### src/rtl/midi_voice_alloc.sv
// MIDI byte parser feeding a scanning voice-slot allocator (note on/off, aftertouch, pitch bend).
// Optional feature: define VOICE_STEAL_EN to steal a slot when a note-on finds none free.
module midi_voice_alloc #(
   parameter int unsigned NVOICE = 16
) (
   input  logic       clk96,
   input  logic       rst,
   input  logic [7:0] midi_byte,
   input  logic       midi_byte_valid,
   input  logic [7:0] voice_free_addr,
   input  logic       voice_free_valid,
   output logic       note_pressed,
   output logic       note_released,
   output logic       note_keypress,
   output logic       pitch_wheel,
   output logic [6:0] note,
   output logic [6:0] velocity,
   output logic [3:0] channel,
   output logic [7:0] addr,
   output logic       overflow
);
   localparam int unsigned IW = $clog2(NVOICE + 1);

   typedef enum logic [1:0] {S_IDLE, S_SCAN, S_EMIT} fsm_e;
   typedef enum logic [1:0] {V_FREE, V_HELD, V_REL} slot_e;
   typedef enum logic [1:0] {M_ON, M_OFF, M_AT, M_BEND} kind_e;
   typedef struct packed {
      kind_e      kind;
      logic [3:0] ch;
      logic [6:0] key;
      logic [6:0] vel;
   } msg_t;

   logic [7:0] status_q, status_d;
   logic       have_d1_q, have_d1_d;
   logic [6:0] d1_q, d1_d;
   logic       msg_vld;
   msg_t       msg;
   logic       two_byte, handled;

   // Byte parser with running status; realtime bytes pass through untouched.
   always_comb begin
      status_d  = status_q;
      have_d1_d = have_d1_q;
      d1_d      = d1_q;
      msg_vld   = 1'b0;
      msg       = '0;
      two_byte  = (status_q[6:4] != 3'b100) && (status_q[6:4] != 3'b101);
      handled   = (status_q[6:4] == 3'b000) || (status_q[6:4] == 3'b001) ||
                  (status_q[6:4] == 3'b010) || (status_q[6:4] == 3'b110);
      if (midi_byte_valid) begin
         if (midi_byte[7]) begin
            if (midi_byte[7:3] != 5'b11111) begin
               status_d  = (midi_byte[7:4] == 4'hF) ? 8'h00 : midi_byte;
               have_d1_d = 1'b0;
            end
         end else if (status_q[7]) begin
            if (two_byte && !have_d1_q) begin
               have_d1_d = 1'b1;
               d1_d      = midi_byte[6:0];
            end else begin
               have_d1_d = 1'b0;
               msg_vld   = handled;
               msg.ch    = status_q[3:0];
               msg.key   = d1_q;
               msg.vel   = midi_byte[6:0];
               case (status_q[6:4])
                  3'b000:  msg.kind = M_OFF;
                  3'b001:  msg.kind = (midi_byte[6:0] == 7'd0) ? M_OFF : M_ON;
                  3'b010:  msg.kind = M_AT;
                  default: begin
                     msg.kind = M_BEND;
                     msg.key  = midi_byte[6:0];
                     msg.vel  = d1_q;
                  end
               endcase
            end
         end
      end
   end

   slot_e      slot_st_q  [NVOICE];
   slot_e      slot_st_d  [NVOICE];
   logic [3:0] slot_ch_q  [NVOICE];
   logic [3:0] slot_ch_d  [NVOICE];
   logic [6:0] slot_key_q [NVOICE];
   logic [6:0] slot_key_d [NVOICE];

   fsm_e          state_q, state_d;
   logic [IW-1:0] idx_q, idx_d;
   msg_t          cur_q, cur_d, pend_q, pend_d, start_msg;
   logic          pend_vld_q, pend_vld_d, start_en;
   logic          note_pressed_q, note_pressed_d, note_released_q, note_released_d;
   logic          note_keypress_q, note_keypress_d, pitch_wheel_q, pitch_wheel_d;
   logic [6:0]    note_q, note_d, velocity_q, velocity_d;
   logic [3:0]    channel_q, channel_d;
   logic [7:0]    addr_q, addr_d;
   logic          overflow_q, overflow_d;
`ifdef VOICE_STEAL_EN
   logic [IW-1:0] steal_q, steal_d;
`endif

   slot_e         sel_st;
   logic [3:0]    sel_ch;
   logic [6:0]    sel_key;
   logic          hit;
   logic          wr_en;
   logic [IW-1:0] wr_idx;
   slot_e         wr_st;

   // Entry under the scan pointer and whether it satisfies the current message.
   always_comb begin
      sel_st  = V_FREE;
      sel_ch  = '0;
      sel_key = '0;
      for (int unsigned i = 0; i < NVOICE; i++) begin
         if (idx_q == IW'(i)) begin
            sel_st  = slot_st_q[i];
            sel_ch  = slot_ch_q[i];
            sel_key = slot_key_q[i];
         end
      end
      if (cur_q.kind == M_ON) hit = (sel_st == V_FREE);
      else hit = (sel_st == V_HELD) && (sel_ch == cur_q.ch) && (sel_key == cur_q.key);
   end

   // Allocation FSM, pending register and event outputs.
   always_comb begin
      state_d         = state_q;
      idx_d           = idx_q;
      cur_d           = cur_q;
      pend_d          = pend_q;
      pend_vld_d      = pend_vld_q;
      note_pressed_d  = 1'b0;
      note_released_d = 1'b0;
      note_keypress_d = 1'b0;
      pitch_wheel_d   = 1'b0;
      note_d          = note_q;
      velocity_d      = velocity_q;
      channel_d       = channel_q;
      addr_d          = addr_q;
      overflow_d      = overflow_q;
      start_en        = 1'b0;
      start_msg       = msg;
      wr_en           = 1'b0;
      wr_idx          = idx_q;
      wr_st           = V_HELD;
`ifdef VOICE_STEAL_EN
      steal_d         = steal_q;
`endif
      case (state_q)
         S_IDLE: begin
            if (pend_vld_q) begin
               start_en   = 1'b1;
               start_msg  = pend_q;
               pend_vld_d = msg_vld;
               pend_d     = msg;
            end else if (msg_vld) begin
               start_en = 1'b1;
            end
         end
         S_SCAN: begin
`ifdef VOICE_STEAL_EN
            if (idx_q == IW'(NVOICE)) begin
               note_pressed_d = 1'b1;
               addr_d         = 8'(steal_q);
               note_d         = cur_q.key;
               velocity_d     = cur_q.vel;
               channel_d      = cur_q.ch;
               wr_en          = 1'b1;
               wr_idx         = steal_q;
               steal_d        = (steal_q == IW'(NVOICE - 1)) ? '0 : steal_q + IW'(1);
               state_d        = S_EMIT;
            end else
`endif
            if (hit) begin
               addr_d     = 8'(idx_q);
               note_d     = cur_q.key;
               velocity_d = cur_q.vel;
               channel_d  = cur_q.ch;
               state_d    = S_EMIT;
               case (cur_q.kind)
                  M_ON: begin
                     note_pressed_d = 1'b1;
                     wr_en          = 1'b1;
                  end
                  M_OFF: begin
                     note_released_d = 1'b1;
                     wr_en           = 1'b1;
                     wr_st           = V_REL;
                  end
                  default: note_keypress_d = 1'b1;
               endcase
            end else if (idx_q == IW'(NVOICE - 1)) begin
`ifdef VOICE_STEAL_EN
               if (cur_q.kind == M_ON) idx_d = idx_q + IW'(1);
               else state_d = S_IDLE;
`else
               state_d = S_IDLE;
`endif
            end else begin
               idx_d = idx_q + IW'(1);
            end
         end
         default: state_d = S_IDLE;
      endcase
      if (state_q != S_IDLE && msg_vld) begin
         if (pend_vld_q) begin
            overflow_d = 1'b1;
         end else begin
            pend_vld_d = 1'b1;
            pend_d     = msg;
         end
      end
      if (start_en) begin
         cur_d = start_msg;
         idx_d = '0;
         if (start_msg.kind == M_BEND) begin
            pitch_wheel_d = 1'b1;
            note_d        = start_msg.key;
            channel_d     = start_msg.ch;
            state_d       = S_EMIT;
         end else begin
            state_d = S_SCAN;
         end
      end
   end

   // Slot table: external frees first, so an allocation to the same entry overrides them.
   always_comb begin
      for (int unsigned i = 0; i < NVOICE; i++) begin
         slot_st_d[i]  = slot_st_q[i];
         slot_ch_d[i]  = slot_ch_q[i];
         slot_key_d[i] = slot_key_q[i];
         if (voice_free_valid && voice_free_addr == 8'(i)) slot_st_d[i] = V_FREE;
         if (wr_en && wr_idx == IW'(i)) begin
            slot_st_d[i]  = wr_st;
            slot_ch_d[i]  = cur_q.ch;
            slot_key_d[i] = cur_q.key;
         end
      end
   end

   always_ff @(posedge clk96) begin
      if (rst) begin
         status_q        <= '0;
         have_d1_q       <= 1'b0;
         d1_q            <= '0;
         state_q         <= S_IDLE;
         idx_q           <= '0;
         cur_q           <= '0;
         pend_q          <= '0;
         pend_vld_q      <= 1'b0;
         note_pressed_q  <= 1'b0;
         note_released_q <= 1'b0;
         note_keypress_q <= 1'b0;
         pitch_wheel_q   <= 1'b0;
         note_q          <= '0;
         velocity_q      <= '0;
         channel_q       <= '0;
         addr_q          <= '0;
         overflow_q      <= 1'b0;
`ifdef VOICE_STEAL_EN
         steal_q         <= '0;
`endif
         for (int unsigned i = 0; i < NVOICE; i++) begin
            slot_st_q[i]  <= V_FREE;
            slot_ch_q[i]  <= '0;
            slot_key_q[i] <= '0;
         end
      end else begin
         status_q        <= status_d;
         have_d1_q       <= have_d1_d;
         d1_q            <= d1_d;
         state_q         <= state_d;
         idx_q           <= idx_d;
         cur_q           <= cur_d;
         pend_q          <= pend_d;
         pend_vld_q      <= pend_vld_d;
         note_pressed_q  <= note_pressed_d;
         note_released_q <= note_released_d;
         note_keypress_q <= note_keypress_d;
         pitch_wheel_q   <= pitch_wheel_d;
         note_q          <= note_d;
         velocity_q      <= velocity_d;
         channel_q       <= channel_d;
         addr_q          <= addr_d;
         overflow_q      <= overflow_d;
`ifdef VOICE_STEAL_EN
         steal_q         <= steal_d;
`endif
         slot_st_q       <= slot_st_d;
         slot_ch_q       <= slot_ch_d;
         slot_key_q      <= slot_key_d;
      end
   end

   assign note_pressed  = note_pressed_q;
   assign note_released = note_released_q;
   assign note_keypress = note_keypress_q;
   assign pitch_wheel   = pitch_wheel_q;
   assign note          = note_q;
   assign velocity      = velocity_q;
   assign channel       = channel_q;
   assign addr          = addr_q;
   assign overflow      = overflow_q;
endmodule

### config.mk
export PLATFORM = sky130hd
export DESIGN_NAME = midi_voice_alloc
export DESIGN_NICKNAME = d
export VERILOG_FILES = /design/src/rtl/midi_voice_alloc.sv
export SDC_FILE = /design/constraint.sdc
export NUM_CORES = 1
export LEC_CHECK = 0
export BUFFER_PORTS_ARGS = -buffer_cell sky130_fd_sc_hd__buf_2
export CAP_MARGIN = 10
export CORE_MARGIN = 3
export CORE_UTILIZATION = 57
export CTS_BUF_LIST = sky130_fd_sc_hd__clkbuf_16
export DETAILED_ROUTE_END_ITERATION = 10
export GPL_ROUTABILITY_DRIVEN = 0
export GPL_TIMING_DRIVEN = 1
export PLACE_DENSITY = 0.77
export SKIP_CTS_REPAIR_TIMING = 1
export SLEW_MARGIN = 10
export SYNTH_ARGS = -nofsm -noshare
export SYNTH_HDL_FRONTEND = slang
export SYNTH_SLANG_ARGS = --single-unit
### constraint.sdc
create_clock -name clk96 -period 4.95 [get_ports clk96]
set_input_delay 0 -clock clk96 [delete_from_list [all_inputs] [get_ports clk96]]
set_output_delay 0 -clock clk96 [all_outputs]
set_load 0.05 [all_outputs]
After elaboration in Yosys (flattened, before gate mapping)
Index checks and enable logic that the tools add are counted.

operators by class
  equality and inequality tests = 46
  $add $sub $neg = 1
  reduce and logical (&&, ||, !) cells = 78
  bitwise gates (word level) = 5
  muxes and demuxes = 133

operators with widths
  cell                                                              number
  20-bit two-way mux                                                10
  7-bit two-way mux                                                 20
  2-bit two-way mux                                                 55
  4-bit two-way mux                                                 20
  8-bit by 4-bit == test with 1-bit output (second input constant)  8
  5-bit by 4-bit == test with 1-bit output (second input constant)  8
  1-bit logical AND                                                 37
  2-bit nonzero test                                                18
  8-bit by 3-bit == test with 1-bit output (second input constant)  4
  1-bit two-way mux                                                 24
  5-bit by 3-bit == test with 1-bit output (second input constant)  4
  8-bit by 2-bit == test with 1-bit output (second input constant)  2
  14-bit two-way mux                                                1
  5-bit by 2-bit == test with 1-bit output (second input constant)  2
  3-bit AND reduction                                               3
  8-bit by 1-bit == test with 1-bit output (second input constant)  1
  8-bit logical NOT                                                 1
  8-bit two-way mux                                                 1
  7-bit == test                                                     1
  7-bit logical NOT                                                 1
  2-bit by 1-bit == test with 1-bit output (second input constant)  3
  2-bit logical NOT                                                 3
  3-bit != test (second input constant)                             2
  2-bit one-hot mux with 3 select lines                             1
  other kinds (22)                                                  33

word-level totals
  logic and storage cells = 334
  output and inout port bits = 31
  input bits = 20
  register bits after elaboration = 300

Longest topological paths before layout
Gate-level depths: netlist of the first run.

  word-level depth = 25
  depth in mapped cells = 22

Least setup slack after synthesis of the first run
No wires, ideal clock.

  path type = register to register
  start point = register idx_q[0]
  end point = register slot_key_q[31] (netlist bit)
  data arrival time = 4633 ps
  library setup time = 128 ps
  path buffers = 7
  setup slack = 189 ps
  cell stages (with the launch flop) = 21
  required time = 4822 ps
  path through = dfxtp_1 > ha_1 > buf_2 > buf_2 > clkbuf_1 > and3_1 > ha_1 > clkbuf_1 > buf_1 > nor3_1 > o22ai_1 > nand4_1 > a2111oi_0 > o311ai_1 > nor4_4 > nand3_4 > buf_6 > a2111oi_4 > buf_6 > mux2i_1 > nor2_1

between the ends
  word-level cells in the longest chain between the ends = 24
  elaborated cells between the ends (all ways) = 74

ends and longest elaborated chain
  item                                                                              RTL line  text
  start, declared                                                                   90        logic [IW-1:0] idx_q, idx_d;
  start signal, assigned                                                            276       idx_q <= idx_d;
  5-bit logical NOT                                                                 117       if (idx_q == IW'(i)) begin
  4-bit two-way mux / 2-bit two-way mux (equally long branches) (16 in series)      117
  4-bit == test / 2-bit by 1-bit == test with 1-bit output (equally long branches)  124       else hit = (sel_st == V_HELD) && (sel_ch == cur_q.ch) && (sel_key == cur_q.key);
  1-bit logical AND (2 in series)                                                   124
  1-bit two-way mux                                                                 123       if (cur_q.kind == M_ON) hit = (sel_st == V_FREE);
  1-bit two-way mux                                                                 176       if (hit) begin
  1-bit two-way mux                                                                 151       case (state_q)
  1-bit logical AND (*)                                                             236       if (wr_en && wr_idx == IW'(i)) begin
  end signal, assigned                                                              294       slot_key_q <= slot_key_d;
  end, declared                                                                     86        logic [6:0] slot_key_q [NVOICE];

Every way passes the cells marked *; elsewhere a longest branch is shown, timed or not.
A chain may end at the register's enable or synchronous reset.

Worst setup path in the final report of the first run
  start point = register idx_q[1]
  end point = register slot_ch_q[20] (netlist bit)

between the ends
  word-level cells in the longest chain between the ends = 24
  elaborated cells between the ends (all ways) = 74

ends and longest elaborated chain
  item                                                                              RTL line  text
  5-bit logical NOT                                                                 117
  4-bit two-way mux / 2-bit two-way mux (equally long branches) (16 in series)      117
  4-bit == test / 2-bit by 1-bit == test with 1-bit output (equally long branches)  124
  1-bit logical AND (2 in series)                                                   124
  1-bit two-way mux                                                                 123
  1-bit two-way mux                                                                 176
  1-bit two-way mux                                                                 151
  1-bit logical AND (*)                                                             236
  end signal, assigned                                                              293       slot_ch_q <= slot_ch_d;
  end, declared                                                                     84        logic [3:0] slot_ch_q [NVOICE];

Marked as above.

==> results of run 1 <==
==> layer usage <==
metal / wire [um] / up-vias / GRT usage
met5: 0 / - / 0
met4: 2330 / 0 / 0.133
met3: 4650 / 198 / 0.0701
met2: 20500 / 747 / 0.482
met1: 19100 / 6477 / 0.415
li1: - / 6291 / -
==> final cells by class <==
cell class                      count  area [um2]  share of cell area
Clock inverter                     26         228              0.0133
Multi-Input combinational cell   1281        8420               0.492
Sequential cell                   300        6010               0.351
Clock buffer                       31         776              0.0453
Tap cell                          335         419              0.0245
Inverter                           35         131             0.00767
Timing Repair Buffer              150        1140              0.0664
==> layout by cell type, fill, tap and decap left out, types with 6 or more instances in the layout <==
| cell type | Yosys | routed |
|---|---|---|
| a211oi_1 | 28 | 28 |
| o31ai_1 | 8 | 8 |
| dlygate4sd3_1 | 0 | 13 |
| o211ai_1 | 7 | 7 |
| mux2i_1 | 250 | 250 |
| a311oi_1 | 13 | 13 |
| and3_1 | 6 | 6 |
| and3b_1 | 7 | 7 |
| a22oi_1 | 9 | 9 |
| inv_1 | 32 | 37 |
| nand3b_1 | 14 | 14 |
| dfxtp_1 | 300 | 300 |
| a31oi_1 | 19 | 18 |
| clkinv_2 | 0 | 7 |
| buf_12 | 0 | 7 |
| a2111oi_4 | 8 | 8 |
| a21o_1 | 8 | 8 |
| nand3_1 | 23 | 23 |
| a221oi_1 | 7 | 7 |
| o21ai_0 | 43 | 43 |
| nor2b_1 | 21 | 20 |
| nand2_1 | 170 | 170 |
| nor3_1 | 22 | 22 |
| nor2_1 | 273 | 273 |
| buf_4 | 15 | 83 |
| o32ai_1 | 11 | 11 |
| a21oi_1 | 103 | 102 |
| or3_1 | 8 | 8 |
| clkbuf_16 | 0 | 31 |
| buf_2 | 39 | 46 |
| nand2b_1 | 63 | 63 |
| clkinv_1 | 2 | 6 |
| o22ai_1 | 19 | 19 |
==> cells in the mapped netlist (9+ instances only) <==
cell,number
buf_2,39
buf_4,15
inv_1,32
nand2_1,170
a311oi_1,13
nor3_1,22
buf_1,13
o22ai_1,19
mux2i_1,250
nor2b_1,21
a21oi_1,103
a22oi_1,9
dfxtp_1,300
nand2b_1,63
a31oi_1,19
nor2_1,273
a211oi_1,28
o21ai_0,43
o32ai_1,11
nand3b_1,14
clkbuf_1,88
nand3_1,23
==> worst paths after layout <==
path | depth (start not counted) | start | to | slack [ns]
hold reg to reg | 2 | pend_q[12] | pend_q[12] | 0.45
setup / recovery | 15 | idx_q[1] | slot_ch_q[20] | 0.13
setup reg to reg | 15 | idx_q[1] | slot_ch_q[20] | 0.13
hold / removal | 6 | voice_free_addr[2] | slot_st_q[19] | -0.001
==> sequential cells by signal, summed over array words and instances (netlist names), 5 cells and up <==
register    cells
addr            5
d1_q            7
pend_q         20
slot_st_q      32
slot_ch_q      64
cur_q          20
status_q        8
note            7
idx_q           5
slot_key_q    112
velocity        7
==> power by group through the flow <==
stage          sequential (mW)  combinational [mW]  clock [mW]
2_1_floorplan             2.48              0.0798           0
6_report                  2.43               0.120        2.31
3_5_place_dp              2.48               0.109           0
5_1_grt                   2.42               0.130        2.43
3_3_place_gp              2.48               0.107           0
4_1_cts                   2.42               0.109        2.33
==> through the flow <==
stage | area, um2 | hold slack [ns] | cells | setup WS [ns] | setup TNS [ns]
final | 17100 | -0.00107 | 2158 | 0.129 | 0
after detailed placement | 16000 | 0.347 | 2088 | -0.151 | -2.52
after global routing | 17100 | 0.0359 | 2158 | 0.00576 | 0
after global placement | 16000 | 0.323 | 2088 | -0.0377 | -0.330
after CTS | 17000 | -0.257 | 2145 | -0.158 | -3.11
after floorplan | 15300 | 0.147 | 1778 | 0.189 | 0
==> critical path, delay by kind of cell, from the launching register on <==
kind,cells,cell delay [ns]
fa+ha+maj,1,0.49
simple gates,5,1.37
buf+inv,3,0.76
compound gates,5,1.37
mux,1,0.23
flops,1,0.43
==> logic make-up (layout without fill, tap and decap cells) <==
| group | Yosys count | in the layout | share of synthesized area |
|---|---|---|---|
| XOR/XNOR | 5 | 5 | 0.00287 |
| buffers and inverters | 197 | 242 | 0.0587 |
| other | 1 | 3 | 0.000246 |
| flip-flops | 300 | 300 | 0.393 |
| AO/OA/AOI/OAI | 355 | 355 | 0.167 |
| AND/OR/NAND/NOR | 661 | 661 | 0.208 |
| adder cells (fa/ha/maj) | 5 | 5 | 0.00410 |
| multiplexers | 252 | 252 | 0.165 |
==> results_dict.tcl, run 1 <==
set metrics [dict create \
    num_antenna_cells 0 \
    hold_class "primary input to register" \
    cts_buffers 31 \
    grt_setup_unrepaired "no" \
    violations "negative hold slack" \
    slowest_stage "o32ai_1" \
    status "complete, but fails checks" \
    die_h_um 170 \
    ys_seq_area_frac 0.393 \
    cts_tree "yes" \
    p_seq_frac 0.500 \
    fmax_mhz 207 \
    path_cells "ha_2 -> buf_12 -> or4bb_1 -> o32ai_1 -> or4b_1 -> a21oi_1 -> a31oi_1 -> o21ai_0 -> nor4_4 -> nand3_4 -> buf_12 -> a2111oi_4 -> buf_4 -> mux2i_1 -> nor2_1" \
    synth_area_leaders "dfxtp_1 39%, mux2i_1 16%, nor2_1 6.7%" \
    ys_warn_count 0 \
    drv_cap 0 \
    fillCellCount 2146 \
    syn_to_final_growth_pct 12.1 \
    yosys.area.top_type "dfxtp_1" \
    path_max_fanout 25 \
    fin_nets 1824 \
    fin_util 0.653 \
    drt_iter0_drc 1822 \
    p_comb_frac 0.025 \
    power.leakage_nw 6.21 \
    drc_errors 0 \
    grt-ovfl-total 0 \
    hold_viol 1 \
    finalSetupViolCount 0 \
    wire_per_inst_um 21.6 \
    viasPerCell 6.35 \
    startpoint_type "register" \
    cts_max_path_buffers 3 \
    drt-total-wl_um 46600 \
    min_period_ns 4.82 \
    yosysTopAreaCellShare 0.393 \
    arrival_ns 5.26 \
    crit_top_cell "buf_12" \
    p_sw_mw 1.10 \
    grt_pass1_wl_um 71900 \
    grt_max_degree 143 \
    fp-row-count 59 \
    finalPower_mw 4.85 \
    vdd_drop_max_mv 0.268 \
    ant_nets 0 \
    synth_ff_type "dfxtp_1" \
    port_buffers 47 \
    slew_headroom 0.327 \
    crit_path_max_incr_delay_ns 0.57 \
    clock_sinks 300 \
    ios 51 \
    initial_utilization 0.583 \
    antenna_found_initial 0 \
    grt_pass1_vias 13100 \
    h-tree-depth 1 \
    synth_edf_count 0 \
    internal_power_mw 3.76 \
    synth-seq-cells 300 \
    fin_crit_sh 0.974 \
    track_usage 0.310 \
    drv_slew 0 \
    swShare 0.226 \
    syn-cell-area_um2 15300 \
    synthArstFlopShare 0 \
    vias 13700 \
    path_clk_slew_ns 0.07 \
    clock-root-buffer "clkbuf_16" \
    hpwl_um 31700 \
    crit_path_end_kind "register" \
    synth_cell_types 88 \
    power.clock.fraction 0.476 \
    power_density_nw_per_um2 284 \
    avgSynthCellArea_um2 8.60 \
    insertion_delay_ns 0.58 \
    drive_gt1_frac 0.128 \
    core_um2 26200 \
    crit_type "register to register" \
    whs_ns -0.00107 \
    skew_ns 0.0300 \
    first_pass_iters 7 \
    syn-instance-count 1776 \
    worstPathRequired_ns 5.39 \
    worst_slew_pin_slew_ns 1.01 \
    chipWidth_um 170 \
    die-area_um2 28800 \
]
(Power assumes the default switching activity.)
==> inputs of run 2 (changes only) <==
--- a/config.mk
+++ b/config.mk
@@ -8,12 +8,11 @@
 export BUFFER_PORTS_ARGS = -buffer_cell sky130_fd_sc_hd__buf_2
 export CAP_MARGIN = 10
 export CORE_MARGIN = 3
-export CORE_UTILIZATION = 57
+export CORE_UTILIZATION = 30
 export CTS_BUF_LIST = sky130_fd_sc_hd__clkbuf_16
 export DETAILED_ROUTE_END_ITERATION = 10
 export GPL_ROUTABILITY_DRIVEN = 0
 export GPL_TIMING_DRIVEN = 1
-export PLACE_DENSITY = 0.77
 export SKIP_CTS_REPAIR_TIMING = 1
 export SLEW_MARGIN = 10
 export SYNTH_ARGS = -nofsm -noshare
==> run 2 against run 1 <==
The run still ends with negative hold slack left. Clock power is 7% higher. Global-route usage is 13 points lower. Largest cell class unchanged. Critical endpoint is now state_q[1]. Clock skew hardly changed. Die area is 86% higher. Sequential share of layout area is 1.1 points lower. Cell count is 15% higher.
==> results_dict.tcl, run 2 (synthesis results as in run 1) <==
set metrics [dict create \
    status "complete, but fails checks" \
    path_clk_slew_ns 0.06 \
    initial_utilization 0.304 \
    fin_nets 1817 \
    first_pass_iters 6 \
    vdd_drop_max_mv 0.208 \
    worst-path-buf-inv 6 \
    num_antenna_cells 0 \
    fmax_mhz 214 \
    violations "negative hold slack" \
    whs_ns -0.0284 \
    finalSetupViolCount 0 \
    grt_pass1_wl_um 76500 \
    die_h_um 232 \
    crit_top_cell "buf_4" \
    insertion_delay_ns 0.53 \
    fp-row-count 82 \
    slew_headroom 0.352 \
    skew_ns 0.0296 \
    power.leakage_nw 6.25 \
    top_register "slot_key_q" \
    ant_nets 0 \
    clock_sinks 300 \
    worst_slew_pin_slew_ns 0.970 \
    fin_crit_sh 0.944 \
    power_density_nw_per_um2 284 \
    cts_buffers 35 \
    final_common_cell "dfxtp_1" \
    drt-total-wl_um 49200 \
    viasPerCell 5.37 \
    crit_path_max_incr_delay_ns 0.61 \
    hold_viol 1 \
    die-area_um2 53600 \
    slowest_stage "nor4_2" \
    fin_setup_tns_ns 0 \
    syn_to_final_growth_pct 15.6 \
    clock-root-buffer "clkbuf_16" \
    crit_type "register to register" \
    drc_errors 0 \
    final_cell_mix "300 x dfxtp_1, 272 x nor2_1, 250 x mux2i_1" \
    crit_path_end_kind "register" \
    drt_iter0_drc 1303 \
    path_max_fanout 16 \
    worstPathRequired_ns 5.33 \
    min_period_ns 4.67 \
    cts_max_path_buffers 3 \
    h-tree-depth 2 \
    port_buffers 47 \
    startpoint_type "register" \
    cp_top_family "simple AND/OR/NAND/NOR gates" \
    drv_slew 0 \
    fin_util 0.352 \
    top_regs "slot_key_q: 112 flops, slot_ch_q: 64 flops, slot_st_q: 32 flops" \
    grt_setup_unrepaired "no" \
    antenna_found_initial 1 \
    hpwl_um 34400 \
    drv_cap 0 \
    path_cells "inv_1 -> ha_2 -> buf_4 -> nor2_2 -> o22ai_1 -> or3_1 -> nor4_2 -> buf_4 -> o21a_1 -> o31ai_1 -> nor4_4 -> nand3_4 -> buf_4 -> a21oi_4 -> buf_12 -> inv_1 -> a2111oi_0" \
    fillCellCount 5124 \
    largest_reg_flops 112 \
    arrival_ns 5.06 \
    cts_tree "yes" \
    vias 13400 \
    grt-ovfl-total 0 \
    track_usage 0.179 \
    wire_per_inst_um 19.8 \
    hold_class "primary input to register" \
    grt_pass1_vias 12900 \
    ios 51 \
    grt_max_degree 180 \
    chipWidth_um 232 \
    drive_gt1_frac 0.124 \
    core_um2 50200 \
]
==> run 2: cell types whose count changed in the layout (fill, tap and decap cells not counted), moves of 2 or more <==
| cell | delta |
|---|---|
| buf_12 | +11 |
| clkinv_1 | +4 |
| inv_1 | +2 |
| clkbuf_16 | +6 |
| dlygate4sd3_1 | -5 |
| buf_4 | -17 |
| clkinvlp_4 | -2 |
==> run 2: cell type report <==
type                            instances  area, um2  share of cell area
Multi-Input combinational cell       1281       8400               0.476
Clock buffer                           37        926              0.0524
Inverter                               35        131             0.00744
Tap cell                              672        841              0.0476
Sequential cell                       300       6010               0.340
Timing Repair Buffer                  139       1180              0.0668
Clock inverter                         26        171             0.00971
==> run 2: where the power goes <==
group          internal, mW  switching, mW  leakage [nW]
clock                  1.45           1.02         0.566
combinational        0.0335         0.0842          3.26
sequential             2.42        0.00520          2.42
==> run 2: metal layers <==
layer,wire [um],track usage,vias up
li1,-,-,6290
met1,21400,0.241,6384
met2,22500,0.292,565
met3,3750,0.0294,122
met4,1610,0.0556,2
met5,13,0,-
==> run 2: worst reg2reg max path, delay by kind of cell (launching register included) <==
family / cells / cell delay [ns]
and+or+nand+nor: 5 / 1.83
buffers and inverters: 6 / 1.06
AOI/OAI and AO/OA: 5 / 0.93
DFF: 1 / 0.46
adders and majority gates: 1 / 0.27
==> run 2: per-stage QoR <==
step | cell area [um2] | hold slack (ns) | instances | total power, mW | setup slack [ns]
floorplan | 15300 | 0.147 | 1778 | 2.56 | 0.189
global placement | 16500 | 0.329 | 2419 | 2.59 | 0.259
detailed placement | 16500 | 0.332 | 2419 | 2.59 | 0.151
CTS | 17600 | -0.202 | 2482 | 5.06 | 0.126
global route | 17700 | 0.00920 | 2490 | 5.17 | 0.0535
finish | 17700 | -0.0284 | 2490 | 5.01 | 0.278
==> run 2: final timing paths <==
check,startpoint,endpoint,cells after the start,slack [ns]
max,idx_q[0],state_q[1],17,0.28
min,midi_byte[7],have_d1_q,4,-0.03
max reg2reg,idx_q[0],state_q[1],17,0.28
min reg2reg,pend_q[7],pend_q[7],2,0.45
==> inputs of run 3 (changes only) <==
==> constraint.sdc (replaced) <==
create_clock -name clk96 -period 3.9 [get_ports clk96]
set_input_delay 0 -clock clk96 [delete_from_list [all_inputs] [get_ports clk96]]
set_output_delay 0 -clock clk96 [all_outputs]
set_load 0.05 [all_outputs]
==> run 3 against run 2 <==
Clock-buffer cell count down 2. Total power up 29%. Sequential cell count unchanged. Critical path depth up 2. Core utilization up 4.1 points. The flow finishes with violations (negative hold slack, negative setup slack). Critical endpoint is now slot_ch_q[2]. Global-route usage up 0.64 points.
==> results_dict.tcl, run 3 (synthesis results as in run 1) <==
set metrics [dict create \
    status "complete, but fails checks" \
    violations "negative hold slack, negative setup slack" \
    clock-root-buffer "clkbuf_16" \
    first_pass_iters 5 \
    crit_start "idx_q[1]" \
    p_sw_mw 1.44 \
    setup_ws_ns -0.153 \
    crit_path_end_kind "register" \
    syn_to_final_growth_pct 29.2 \
    grt_pass1_wl_um 79000 \
    skew_ns 0.0289 \
    postPlaceCellArea_um2 17500 \
    initial_utilization 0.304 \
    antenna_found_initial 0 \
    cts_max_path_buffers 3 \
    port_buffers 47 \
    wire_per_inst_um 19.9 \
    drt-total-wl_um 52700 \
    fin_nets 1974 \
    final_cell_mix "295 x dfxtp_1, 270 x nor2_1, 242 x mux2i_1" \
    crit_type "register to register" \
    fp-row-count 82 \
    drive_gt1_frac 0.226 \
    num_antenna_cells 0 \
    multiInputGateArea_um2 8930 \
    vias 14100 \
    power.leakage_nw 7.20 \
    r2r-start "idx_q[1]" \
    vdd_drop_max_mv 0.215 \
    worstPathRequired_ns 4.27 \
    worst_slew_pin_slew_ns 1.36 \
    viasPerCell 5.33 \
    drt_iter0_drc 1256 \
    core_um2 50200 \
    drc_errors 0 \
    startpoint_type "register" \
    top_register "slot_key_q" \
    power_density_nw_per_um2 327 \
    cts_buffers 35 \
    die-area_um2 53600 \
    fillCellCount 4963 \
    top_regs "slot_key_q: 112 flops, slot_ch_q: 64 flops, slot_st_q: 32 flops" \
    wl_met3_um 3200 \
    hold_viol 3 \
    path_max_fanout 9 \
    cts_tree "yes" \
    holdCritStartpoint "midi_byte_valid" \
    path_clk_slew_ns 0.06 \
    p_seq_frac 0.477 \
    track_usage 0.185 \
    setup.worst_path.end "slot_ch_q[2]" \
    arrival_ns 4.43 \
    final_common_cell "dfxtp_1" \
    largest_reg_flops 112 \
    power.clock.fraction 0.499 \
    fmax_mhz 247 \
    die_h_um 232 \
    grt_setup_unrepaired "yes" \
    swShare 0.224 \
    whs_ns -0.0428 \
    rr_worst_depth 19 \
    fin_crit_sh 1.04 \
    drv_cap 0 \
    min_period_ns 4.05 \
    wl_met2_um 24500 \
    internal_power_mw 5.01 \
    p_comb_frac 0.024 \
    slew_headroom 0.0896 \
    seq_area_um2 6020 \
    ant_nets 0 \
    grt_max_degree 135 \
    clock_sinks 300 \
    hpwl_um 36400 \
    chipWidth_um 232 \
    grt-ovfl-total 0 \
    h-tree-depth 2 \
    top_layer "met4" \
    met1_length_um 22900 \
    design_area_um2 19700 \
    grt_pass1_vias 13600 \
    finalSetupViolCount 168 \
    dp_slack_ns -0.324 \
    drv_slew 0 \
    insertion_delay_ns 0.54 \
    rr_endpoint "slot_ch_q[2]" \
    ios 51 \
    reg2reg_slack_ns -0.15 \
    hold_class "primary input to register" \
]
run 3: cell types whose count changed in the layout (fill, tap and decap cells not counted), sizes merged:
cell         before  now
inv              41   40
nand2           170  173
dlygate4sd3       8    9
clkinv           17   15
bufinv            2    4
buf             130  275
clkbuf           38   44
run 3: final cells by class:
class / instances / area share
Clock buffer: 35 / 0.0444
Clock inverter: 25 / 0.0112
Inverter: 35 / 0.00691
Multi-Input combinational cell: 1284 / 0.453
Sequential cell: 300 / 0.305
Tap cell: 672 / 0.0426
Timing Repair Buffer: 293 / 0.137
run 3: worst min-delay path by stage:
stage                endpoint  slack (ns)  cells past startpoint
floorplan             d1_q[0]        0.15                      2
global placement      d1_q[3]        0.33                      3
detailed placement    d1_q[3]        0.34                      3
CTS                   d1_q[3]       -0.21                      3
global route        have_d1_q       0.002                      4
finish              have_d1_q       -0.04                      4
run 3: critical path, cell delays in order (launching register included):
cell       delay (ns)
dfxtp_4          0.39
ha_4             0.19
buf_6            0.16
buf_4            0.15
nand4bb_4        0.12
buf_4            0.18
buf_4            0.15
o22ai_2          0.16
or4b_4           0.17
o32ai_1          0.08
a211oi_1         0.31
o2111ai_2        0.21
nor4_4           0.39
nand3_4          0.14
buf_8            0.18
a2111oi_4        0.33
buf_4            0.19
buf_12           0.12
mux2i_2          0.21
nor2_1           0.06
run 3: per-layer routing:
layer | track usage | up-vias
li1 | - | 6593
met1 | 0.248 | 6865
met2 | 0.302 | 512
met3 | 0.0304 | 127
met4 | 0.0625 | 0
met5 | 0 | -
run 3: per-stage QoR:
stage	instances	hold WS, ns	power, mW	setup TNS, ns	utilization
finish	2644	-0.0428	6.45	-11.32	0.393
global route	2644	0.00175	6.64	-38.65	0.393
CTS	2603	-0.205	6.50	-65.93	0.371
detailed placement	2543	0.335	3.29	-54.60	0.349
global placement	2543	0.330	3.29	-42.12	0.349
floorplan	1778	0.147	3.24	-31.32	-
run 3: power groups by stage:
| stage | registers, mW | logic (mW) | clock network [mW] |
|---|---|---|---|
| global route | 3.08 | 0.169 | 3.39 |
| CTS | 3.08 | 0.144 | 3.28 |
| global placement | 3.14 | 0.142 | 0 |
| floorplan | 3.14 | 0.102 | 0 |
| detailed placement | 3.14 | 0.143 | 0 |
| finish | 3.08 | 0.155 | 3.22 |
